**config.mk**
```make
export PLATFORM = sky130hd
export DESIGN_NAME = apb_uart_tx
export DESIGN_NICKNAME = d
export VERILOG_FILES = /design/src/rtl/apb_uart_tx.sv
export SDC_FILE = /design/constraint.sdc
export NUM_CORES = 1
export LEC_CHECK = 0
export CAP_MARGIN = 25
export CORE_ASPECT_RATIO = 0.8
export CORE_MARGIN = 3
export CORE_UTILIZATION = 50
export CTS_CLUSTER_SIZE = 16
export DETAILED_ROUTE_END_ITERATION = 16
export HOLD_SLACK_MARGIN = 0.05
export PLACE_DENSITY = 0.83
export SKIP_CTS_REPAIR_TIMING = 1
export SLEW_MARGIN = 20
export SYNTH_ARGS = -nofsm -noshare
export SYNTH_HDL_FRONTEND = slang
export SYNTH_SLANG_ARGS = --single-unit
```
**constraint.sdc**
```tcl
create_clock -name PCLK -period 5.7 [get_ports PCLK]
set_input_delay 0.57 -clock PCLK [delete_from_list [all_inputs] [get_ports PCLK]]
set_output_delay 0.57 -clock PCLK [all_outputs]
set_load 0.1 [all_outputs]
```
**src/rtl/apb_uart_tx.sv**
```systemverilog
// rtl/apb_uart_tx.sv - APB completer that buffers bytes and sends them as 8N1 UART frames
//
// Purpose:
//   Software programs BAUDDIV and CTRL, then writes bytes to TXDATA. Bytes go
//   into a small FIFO and a four-state serializer (IDLE/START/DATA/STOP)
//   shifts them out LSB first on txd. A TXDATA write to a full FIFO is held
//   with wait states until space frees up, so no data is dropped.
//
// Ports:
//   PCLK     in   1  bus and logic clock, rising edge
//   PRESET   in   1  asynchronous active-high reset
//   PADDR    in  32  byte address (0x0 TXDATA, 0x4 STATUS, 0x8 BAUDDIV, 0xC CTRL)
//   PSELx    in   1  completer select
//   PENABLE  in   1  access phase
//   PWRITE   in   1  1 = write
//   PWDATA   in  32  write data
//   PREADY   out  1  transfer complete (0 = wait state)
//   PRDATA   out 32  read data, valid in the access phase of a read
//   PSLVERR  out  1  error response for unmapped addresses
//   txd      out  1  serial output, idle high
//   tx_irq   out  1  level interrupt: irq_en & FIFO empty & serializer idle

module apb_uart_tx #(
  parameter int          FIFO_DEPTH = 8,
  parameter logic [15:0] DIV_RESET  = 16'd10
) (
  input  logic        PCLK,
  input  logic        PRESET,
  input  logic [31:0] PADDR,
  input  logic        PSELx,
  input  logic        PENABLE,
  input  logic        PWRITE,
  input  logic [31:0] PWDATA,
  output logic        PREADY,
  output logic [31:0] PRDATA,
  output logic        PSLVERR,
  output logic        txd,
  output logic        tx_irq
);

  localparam int         AW      = $clog2(FIFO_DEPTH);
  localparam logic [4:0] DEPTH_C = 5'(FIFO_DEPTH);

  localparam logic [1:0] REG_TXDATA  = 2'd0;
  localparam logic [1:0] REG_STATUS  = 2'd1;
  localparam logic [1:0] REG_BAUDDIV = 2'd2;
  localparam logic [1:0] REG_CTRL    = 2'd3;

  typedef enum logic [1:0] {S_IDLE, S_START, S_DATA, S_STOP} state_t;

  state_t        r_state;
  state_t        w_next_state;

  logic [7:0]    r_mem [FIFO_DEPTH];
  logic [AW-1:0] r_wptr;
  logic [AW-1:0] r_rptr;
  logic [4:0]    r_count;

  logic [15:0]   r_baud_div;
  logic          r_en;
  logic          r_irq_en;

  logic [15:0]   r_div_lat;
  logic [15:0]   r_baud_cnt;
  logic [2:0]    r_bit_idx;
  logic [7:0]    r_shift;
  logic          r_txd;
  logic          r_tx_irq;

  logic          w_access;
  logic          w_addr_ok;
  logic [1:0]    w_reg;
  logic          w_full;
  logic          w_empty;
  logic          w_busy;
  logic          w_wr;
  logic          w_push;
  logic          w_pop;
  logic          w_bit_end;
  logic [15:0]   w_div_eff;
  logic          w_unused;

  // ---------------------------------------------------------------- APB side
  assign w_access  = PSELx & PENABLE;
  assign w_addr_ok = (PADDR[31:4] == 28'd0) && (PADDR[1:0] == 2'b00);
  assign w_reg     = PADDR[3:2];
  assign w_full    = (r_count == DEPTH_C);
  assign w_empty   = (r_count == 5'd0);
  assign w_busy    = (r_state != S_IDLE);

  // Wait state only for a TXDATA write while the registered full flag is set.
  // A pop in that same cycle frees space, but the push waits one more edge.
  assign PREADY  = ~(w_access & w_addr_ok & PWRITE & (w_reg == REG_TXDATA) & w_full);
  assign PSLVERR = w_access & ~w_addr_ok;

  assign w_wr   = w_access & PREADY & PWRITE & w_addr_ok;
  assign w_push = w_wr & (w_reg == REG_TXDATA);

  always_comb begin
    PRDATA = 32'd0;
    if (w_access && w_addr_ok && !PWRITE) begin
      unique case (w_reg)
        REG_TXDATA:  PRDATA = 32'd0;
        REG_STATUS:  PRDATA = {19'd0, r_count, 5'd0, w_busy, w_empty, w_full};
        REG_BAUDDIV: PRDATA = {16'd0, r_baud_div};
        REG_CTRL:    PRDATA = {30'd0, r_irq_en, r_en};
      endcase
    end
  end

  always_ff @(posedge PCLK or posedge PRESET) begin
    if (PRESET) begin
      r_baud_div <= DIV_RESET;
      r_en       <= 1'b0;
      r_irq_en   <= 1'b0;
    end else if (w_wr) begin
      if (w_reg == REG_BAUDDIV) begin
        r_baud_div <= PWDATA[15:0];
      end
      if (w_reg == REG_CTRL) begin
        r_en     <= PWDATA[0];
        r_irq_en <= PWDATA[1];
      end
    end
  end

  // -------------------------------------------------------------------- FIFO
  always_ff @(posedge PCLK) begin
    if (w_push) begin
      r_mem[r_wptr] <= PWDATA[7:0];
    end
  end

  always_ff @(posedge PCLK or posedge PRESET) begin
    if (PRESET) begin
      r_wptr  <= '0;
      r_rptr  <= '0;
      r_count <= 5'd0;
    end else begin
      if (w_push) begin
        r_wptr <= r_wptr + AW'(1);
      end
      if (w_pop) begin
        r_rptr <= r_rptr + AW'(1);
      end
      unique case ({w_push, w_pop})
        2'b10:   r_count <= r_count + 5'd1;
        2'b01:   r_count <= r_count - 5'd1;
        default: r_count <= r_count;
      endcase
    end
  end

  // -------------------------------------------------------------- serializer
  assign w_div_eff = (r_baud_div == 16'd0) ? 16'd1 : r_baud_div;
  assign w_bit_end = (r_baud_cnt == 16'd0);

  always_ff @(posedge PCLK or posedge PRESET) begin
    if (PRESET) begin
      r_state <= S_IDLE;
    end else begin
      r_state <= w_next_state;
    end
  end

  always_comb begin
    w_next_state = r_state;
    w_pop        = 1'b0;
    unique case (r_state)
      S_IDLE: begin
        if (r_en && !w_empty) begin
          w_pop        = 1'b1;
          w_next_state = S_START;
        end
      end
      S_START: begin
        if (w_bit_end) begin
          w_next_state = S_DATA;
        end
      end
      S_DATA: begin
        if (w_bit_end && (r_bit_idx == 3'd7)) begin
          w_next_state = S_STOP;
        end
      end
      S_STOP: begin
        if (w_bit_end) begin
          // Chain straight into the next frame so there is no idle gap.
          if (r_en && !w_empty) begin
            w_pop        = 1'b1;
            w_next_state = S_START;
          end else begin
            w_next_state = S_IDLE;
          end
        end
      end
    endcase
  end

  always_ff @(posedge PCLK or posedge PRESET) begin
    if (PRESET) begin
      r_div_lat  <= 16'd1;
      r_baud_cnt <= 16'd0;
      r_bit_idx  <= 3'd0;
      r_shift    <= 8'd0;
      r_txd      <= 1'b1;
      r_tx_irq   <= 1'b0;
    end else begin
      // txd is registered from the current state, so the line lags the
      // state by one cycle; every bit still lasts exactly BAUDDIV cycles.
      unique case (r_state)
        S_START: r_txd <= 1'b0;
        S_DATA:  r_txd <= r_shift[0];
        default: r_txd <= 1'b1;
      endcase
      r_tx_irq <= r_irq_en & w_empty & ~w_busy;

      if (w_pop) begin
        // Divisor is captured per frame so BAUDDIV writes only hit the next one.
        r_shift    <= r_mem[r_rptr];
        r_div_lat  <= w_div_eff;
        r_baud_cnt <= w_div_eff - 16'd1;
        r_bit_idx  <= 3'd0;
      end else if (r_state != S_IDLE) begin
        if (w_bit_end) begin
          r_baud_cnt <= r_div_lat - 16'd1;
          if (r_state == S_DATA) begin
            r_shift   <= r_shift >> 1;
            r_bit_idx <= r_bit_idx + 3'd1;
          end
        end else begin
          r_baud_cnt <= r_baud_cnt - 16'd1;
        end
      end
    end
  end

  assign txd    = r_txd;
  assign tx_irq = r_tx_irq;

  assign w_unused = ^PWDATA[31:16];

endmodule

```
==> flow_summary.toml, run 1 <==
[job]
cap_violations = 0

[floorplanning]
placementRows = 38
fp.dieArea_sq_um = 15500
io_pins = 105
core_area_sq_um = 13600
die_x_um = 139
die_y_um = 112
initial_core_util_pct = 51.5

[pwr]
p_clk_share_pct = 49.0
p_sw_mw = 0.537
seq_power_share_pct = 46.2
intPower_mw = 1.75
combPwrFrac_pct = 4.8
powerDensity_nw_per_um2 = 273
swShare_pct = 23.5
power_leakage_nw = 3.49
max-vdd-ir-drop_v = 0.000185

[route]
drtIter0Drc = 581
routed_via_density = 6.13
firstDrtPassIters = 5
wl_per_cell_um = 20.0
num_vias = 5304
routed_wl_mm = 17.3
route.detailed.drc = 0
postRouteAntennaNets = 0

[critical_path]
crit_path_start_kind = "flop"
critical_path_buf_inv_count = 1
slowest_stage = "or4_1"
crit_path_max_fanout = 51
arrival_ps = 4710
cp-startpoint = "r_baud_cnt[2]"
cpMostUsedCell = "nand2_1"
crit_chain = "nor4_2 > and4_1 > a31o_2 > nand2_8 > inv_2 > nand2_1 > nand2_1 > ha_1 > nand2_1 > o21ai_2 > nand2_1 > or4_1 > nand3_1"
critPathCaptureType = "flop"
critPathKind = "flop to flop"
worstSetupPathDepth = 13
critPathTopFamily = "simple AND/OR/NAND/NOR gates"
worstPathRequired_ps = 6050
ff2ff_path_depth = 13
slowest_delay_ps = 510
r2r_start = "r_baud_cnt[2]"

[global_routing]
antenna_found_initial = 0
grt_max_degree = 53
globalRouteOverflowTotal = 0
grt_pass1_wl_mm = 28.2
grtUsageTotal_pct = 22.9
grt_pass1_vias = 5365

[yosys]
synth-main-ff-cell = "dfrtp_1"
netlist_top_cells_area = "edfxtp_1, dfrtp_1, mux4_2, nand2_1, mux2_2"
async_flop_share_pct = 54.3
synth_cell_types = 71
ys_warn_count = 0
yosysSeqAreaShare_pct = 54.5
synth_top_cell_by_area = "edfxtp_1"
synthCells = 608
synth_edf_count = 64
ys_ff_latch = 140
avgSynthCellArea_sq_um = 11.6
synth_top_area_share_pct = 27.3
synth_area_sq_um = 7030

[hold_path]
hp-class = "flop to flop"
holdPathStages = 2
worstHoldStart = "r_div_lat[15]"

[cts]
cts_tree = "built"
htreeDepth = 4
clk_pin_slew_ps = 60
clockBufferDepth = 2
cts_root_buf = "clkbuf_16"
cts_sinks = 140
cts-buffers-inserted = 17
insertion_delay_ps = 420

[timing]
hold_viol_final = 0
fmax_mhz = 229
rsz0062_at_grt = "false"
slew_violations = 0
finalCritPeriodShare_pct = 76.5
setup_viol = 0
clock-skew-final_ps = 8.12
slew_headroom_pct = 29.8
tns_ps = 0
fin_crit_ps = 4360
timing_worst_slew_pin_value_ps = 1050

[layout]
final_util_pct = 61.5
area_growth_pct = 19.4
drive_gt1_share_pct = 15.0
num-fill-cells = 941
final_area_sq_um = 8400
antenna_cells = 0
nets = 754

[place]
numPortBuffers = 72
post_dp_cell_area_sq_um = 7800
detailed_place_hpwl_mm = 11.2
gp_congestion = 0.975

[outcome]
run_status = "finished clean"
## cell type report
type                            instances  area, sq um  area share [%]
Clock buffer                           17          425            5.07
Clock inverter                         15          173            2.06
Inverter                                8         30.0           0.358
Multi-Input combinational cell        430         2980            35.5
Sequential cell                       140         3830            45.6
Tap cell                              180          225            2.68
Timing Repair Buffer                   75          731            8.70
## tightest hold or removal path, stage by stage, from the launching register on
cell     delay, ps
dfrtp_1        350
nand2_1         50
nand2_1         50
## Yosys cell counts (all sizes together), types with 10 or more instances
library cell,n
mux4,16
nor2b,14
dfrtp,72
mux2,23
nor3,10
mux2i,13
clkbuf,16
o21ai,21
nor4,14
buf,29
nand2,83
a31oi,11
edfxtp,64
and2,10
ha,13
xnor2,10
nor2,55
xor2,11
a21oi,27
## registers in the layout, indices dropped and copies added (netlist names), 3 cells and up
signal	flops
r_wptr	3
r_shift	8
r_baud_div	16
r_bit_idx	3
r_baud_cnt	16
r_count	5
r_div_lat	16
r_rptr	3
r_mem	64
## power by group through the flow
| stage | Sequential, mW | Clock, mW | Combinational (mW) |
|---|---|---|---|
| floorplan | 1.08 | 0 | 0.0691 |
| global placement | 1.08 | 0 | 0.107 |
| detailed placement | 1.08 | 0 | 0.109 |
| CTS | 1.06 | 1.12 | 0.109 |
| global route | 1.06 | 1.17 | 0.115 |
| finish | 1.06 | 1.12 | 0.109 |
## final timing paths
path / slack [ps] / end
hold / removal: 480 / r_div_lat[15]
hold reg to reg: 480 / r_div_lat[15]
max in group asynchronous: 4110 / r_shift[2]
setup / recovery: 1340 / r_baud_cnt[12]
setup reg to reg: 1340 / r_baud_cnt[12]
min in group asynchronous: 520 / r_baud_cnt[9]
## metal layers
metal  share of wire (%)  vias to the layer above  GRT usage [%]  wire length, um
li1                    -                     2326              -                -
met3                 8.7                       67           4.30             1500
met5                   0                        -              0                0
met2                  49                      343           38.3             8500
met1                  38                     2568           29.4             6650
met4                 3.7                        0           10.1              644
## placed cells by master, fill, tap and decap left out, types with 7 or more instances in the layout
| master | count |
|---|---|
| nand2_1 | 82 |
| dfrtp_1 | 72 |
| clkdlybuf4s50_1 | 64 |
| edfxtp_1 | 64 |
| nor2_1 | 54 |
| a21oi_1 | 27 |
| mux2_2 | 23 |
| clkbuf_16 | 17 |
| mux4_2 | 16 |
| conb_1 | 16 |
| nor2b_1 | 14 |
| mux2i_1 | 13 |
| ha_1 | 13 |
| nor4_1 | 12 |
| o21ai_0 | 12 |
| xor2_1 | 11 |
| and2_1 | 10 |
| xnor2_1 | 10 |
| a31oi_1 | 10 |
| buf_4 | 10 |
| nor3_1 | 8 |
| a22oi_1 | 8 |
| nand3_1 | 7 |
| a211oi_1 | 7 |
| o21ai_1 | 7 |
## cells by family after synthesis
family	after synthesis	synth area share, %
multiplexers	52	10.7
AND/OR/NAND/NOR	223	15.8
buffers and inverters	53	4.06
other	1	0.0533
AO/OA/AOI/OAI	105	10.1
XOR/XNOR	21	2.62
adder cells (fa/ha/maj)	13	2.31
flip-flops	140	54.5
## stage by stage
stage	worst slack [ps]	hold WS, ps	cells	power, mW
final	1340	485	865	2.29
after global routing	1120	505	865	2.34
after CTS	1450	485	865	2.29
after detailed placement	1560	470	833	1.19
after global placement	1710	461	832	1.18
after floorplan	2320	446	623	1.15
No activity file was read; power rests on OpenSTA's default activity.
==> inputs of run 2 (changes only) <==
==> constraint.sdc (replaced) <==
create_clock -name PCLK -period 4.3 [get_ports PCLK]
set_input_delay 0.43 -clock PCLK [delete_from_list [all_inputs] [get_ports PCLK]]
set_output_delay 0.43 -clock PCLK [all_outputs]
set_load 0.1 [all_outputs]
==> run 2 against run 1 <==
  * Sequential share of layout area is 0.44 points lower
  * Sequential cell count stayed put
  * Wire length is 3.8% lower
  * Count of clock-buffer cells in the layout is 1 higher
  * Die area stayed put
  * Non-clock buffer count is 8 higher
  * Critical path type is now primary input to flop
  * Largest cell class unchanged
  * Global-route usage is 0.71 points lower
==> flow_summary.toml, run 2 (synthesis gave the netlist of run 1 again) <==
[timing]
clock-skew-final_ps = 5.49
slew_headroom_pct = 31.6
slew_violations = 0
rsz0062_at_grt = "false"
tns_ps = 0
setup_viol = 0
fmax_mhz = 279
fin_crit_ps = 3590
hold_viol_final = 0
timing_worst_slew_pin_value_ps = 1020
finalCritPeriodShare_pct = 83.5

[floorplanning]
placementRows = 38
die_x_um = 139
io_pins = 105
initial_core_util_pct = 51.5
die_y_um = 112
core_area_sq_um = 13600
fp.dieArea_sq_um = 15500

[global_routing]
grt_pass1_wl_mm = 27.4
grtUsageTotal_pct = 22.2
antenna_found_initial = 0
grt_max_degree = 51
grt_pass1_vias = 5312
globalRouteOverflowTotal = 0

[route]
postRouteAntennaNets = 0
route.detailed.drc = 0
wl_per_cell_um = 19.1
num_vias = 5243
routed_via_density = 6.01
routed_wl_mm = 16.6
firstDrtPassIters = 5
drtIter0Drc = 478

[critical_path]
arrival_ps = 3930
critPathKind = "primary input to flop"
crit_path_start_kind = "primary input"
crit_path_max_fanout = 9
cp-startpoint = "PADDR[29]"
worstPathRequired_ps = 4640
r2r_start = "r_count[1]"
critPathCaptureType = "flop"

[place]
post_dp_cell_area_sq_um = 7930
gp_congestion = 0.901
numPortBuffers = 72
detailed_place_hpwl_mm = 11.3

[layout]
layout_commonest_cell = "nand2_1"
layout_common_cells = "nand2_1, dfrtp_1, edfxtp_1, clkdlybuf4s50_1, nor2_1"
top_register = "r_mem"
area_growth_pct = 20.6
num-fill-cells = 971
final_area_sq_um = 8480
final_util_pct = 62.1
largest_reg_flops = 64
drive_gt1_share_pct = 16.7
nets = 762
antenna_cells = 0

[cts]
insertion_delay_ps = 410
cts_sinks = 140
cts_root_buf = "clkbuf_16"
cts_tree = "built"
htreeDepth = 4
cts-buffers-inserted = 17
clk_pin_slew_ps = 60
clockBufferDepth = 2

[outcome]
run_status = "finished clean"

[job]
cap_violations = 0

[pwr]
power_leakage_nw = 3.54
powerDensity_nw_per_um2 = 342
max-vdd-ir-drop_v = 0.000237

[hold_path]
hp-class = "primary input to async pin"
[run 2: routing by layer]
layer / vias to the layer above / wire length, um / global-route usage [%]
li1: 2342 / - / -
met1: 2549 / 6650 / 29.5
met2: 320 / 8170 / 35.5
met3: 32 / 1460 / 5.58
met4: 0 / 355 / 8.76
met5: - / 0 / 0
[run 2: critical path: stages]
cell and delay (ps):
clkdlybuf4s50_1 450, nor4_1 240, nand4_1 150, nor3_1 250
and2_1 250, nand2_1 70, a21oi_1 410, inv_1 190
ha_1 360, xor2_1 180, ha_1 210, nand2_1 60
nor2_1 150, o21ai_0 110, a31oi_1 250, xor2_1 160
[run 2: final timing paths]
| kind | endpoint | slack (ps) | cells past startpoint |
|---|---|---|---|
| worst min register to register | r_div_lat[10] | 480 | 2 |
| worst max-delay path | r_count[4] | 710 | 16 |
| worst min-delay path | r_div_lat[8] | 400 | 2 |
| max in group asynchronous | r_shift[3] | 2830 | 3 |
| min in group PCLK | r_div_lat[10] | 480 | 2 |
| worst max register to register | r_baud_cnt[12] | 760 | 13 |
[run 2: metrics by stage]
stage | setup slack [ps] | hold slack, ps | cells | power, mW
finish | 711 | 401 | 873 | 2.90
CTS | 781 | 410 | 873 | 2.91
floorplan | 925 | 446 | 623 | 1.52
detailed placement | 352 | 467 | 841 | 1.57
global placement | 593 | 460 | 840 | 1.57
global route | 373 | 455 | 873 | 2.98
[run 2: final cells by class]
type	instances	area, sq um	share of cell area (%)
sequential	140	3830	45.2
clock buffer	18	429	5.06
tap	180	225	2.66
multi-input combinational	430	2970	35.1
timing repair buffer	83	868	10.2
inverter	8	30.0	0.354
clock inverter	14	123	1.45
[run 2: power by group]
group	internal (mW)	total (mW)	switching [mW]
Clock	0.795	1.35	0.558
Sequential	1.40	1.40	0.000000000856
Combinational	0.0452	0.145	0.100
Total	2.24	2.90	0.658
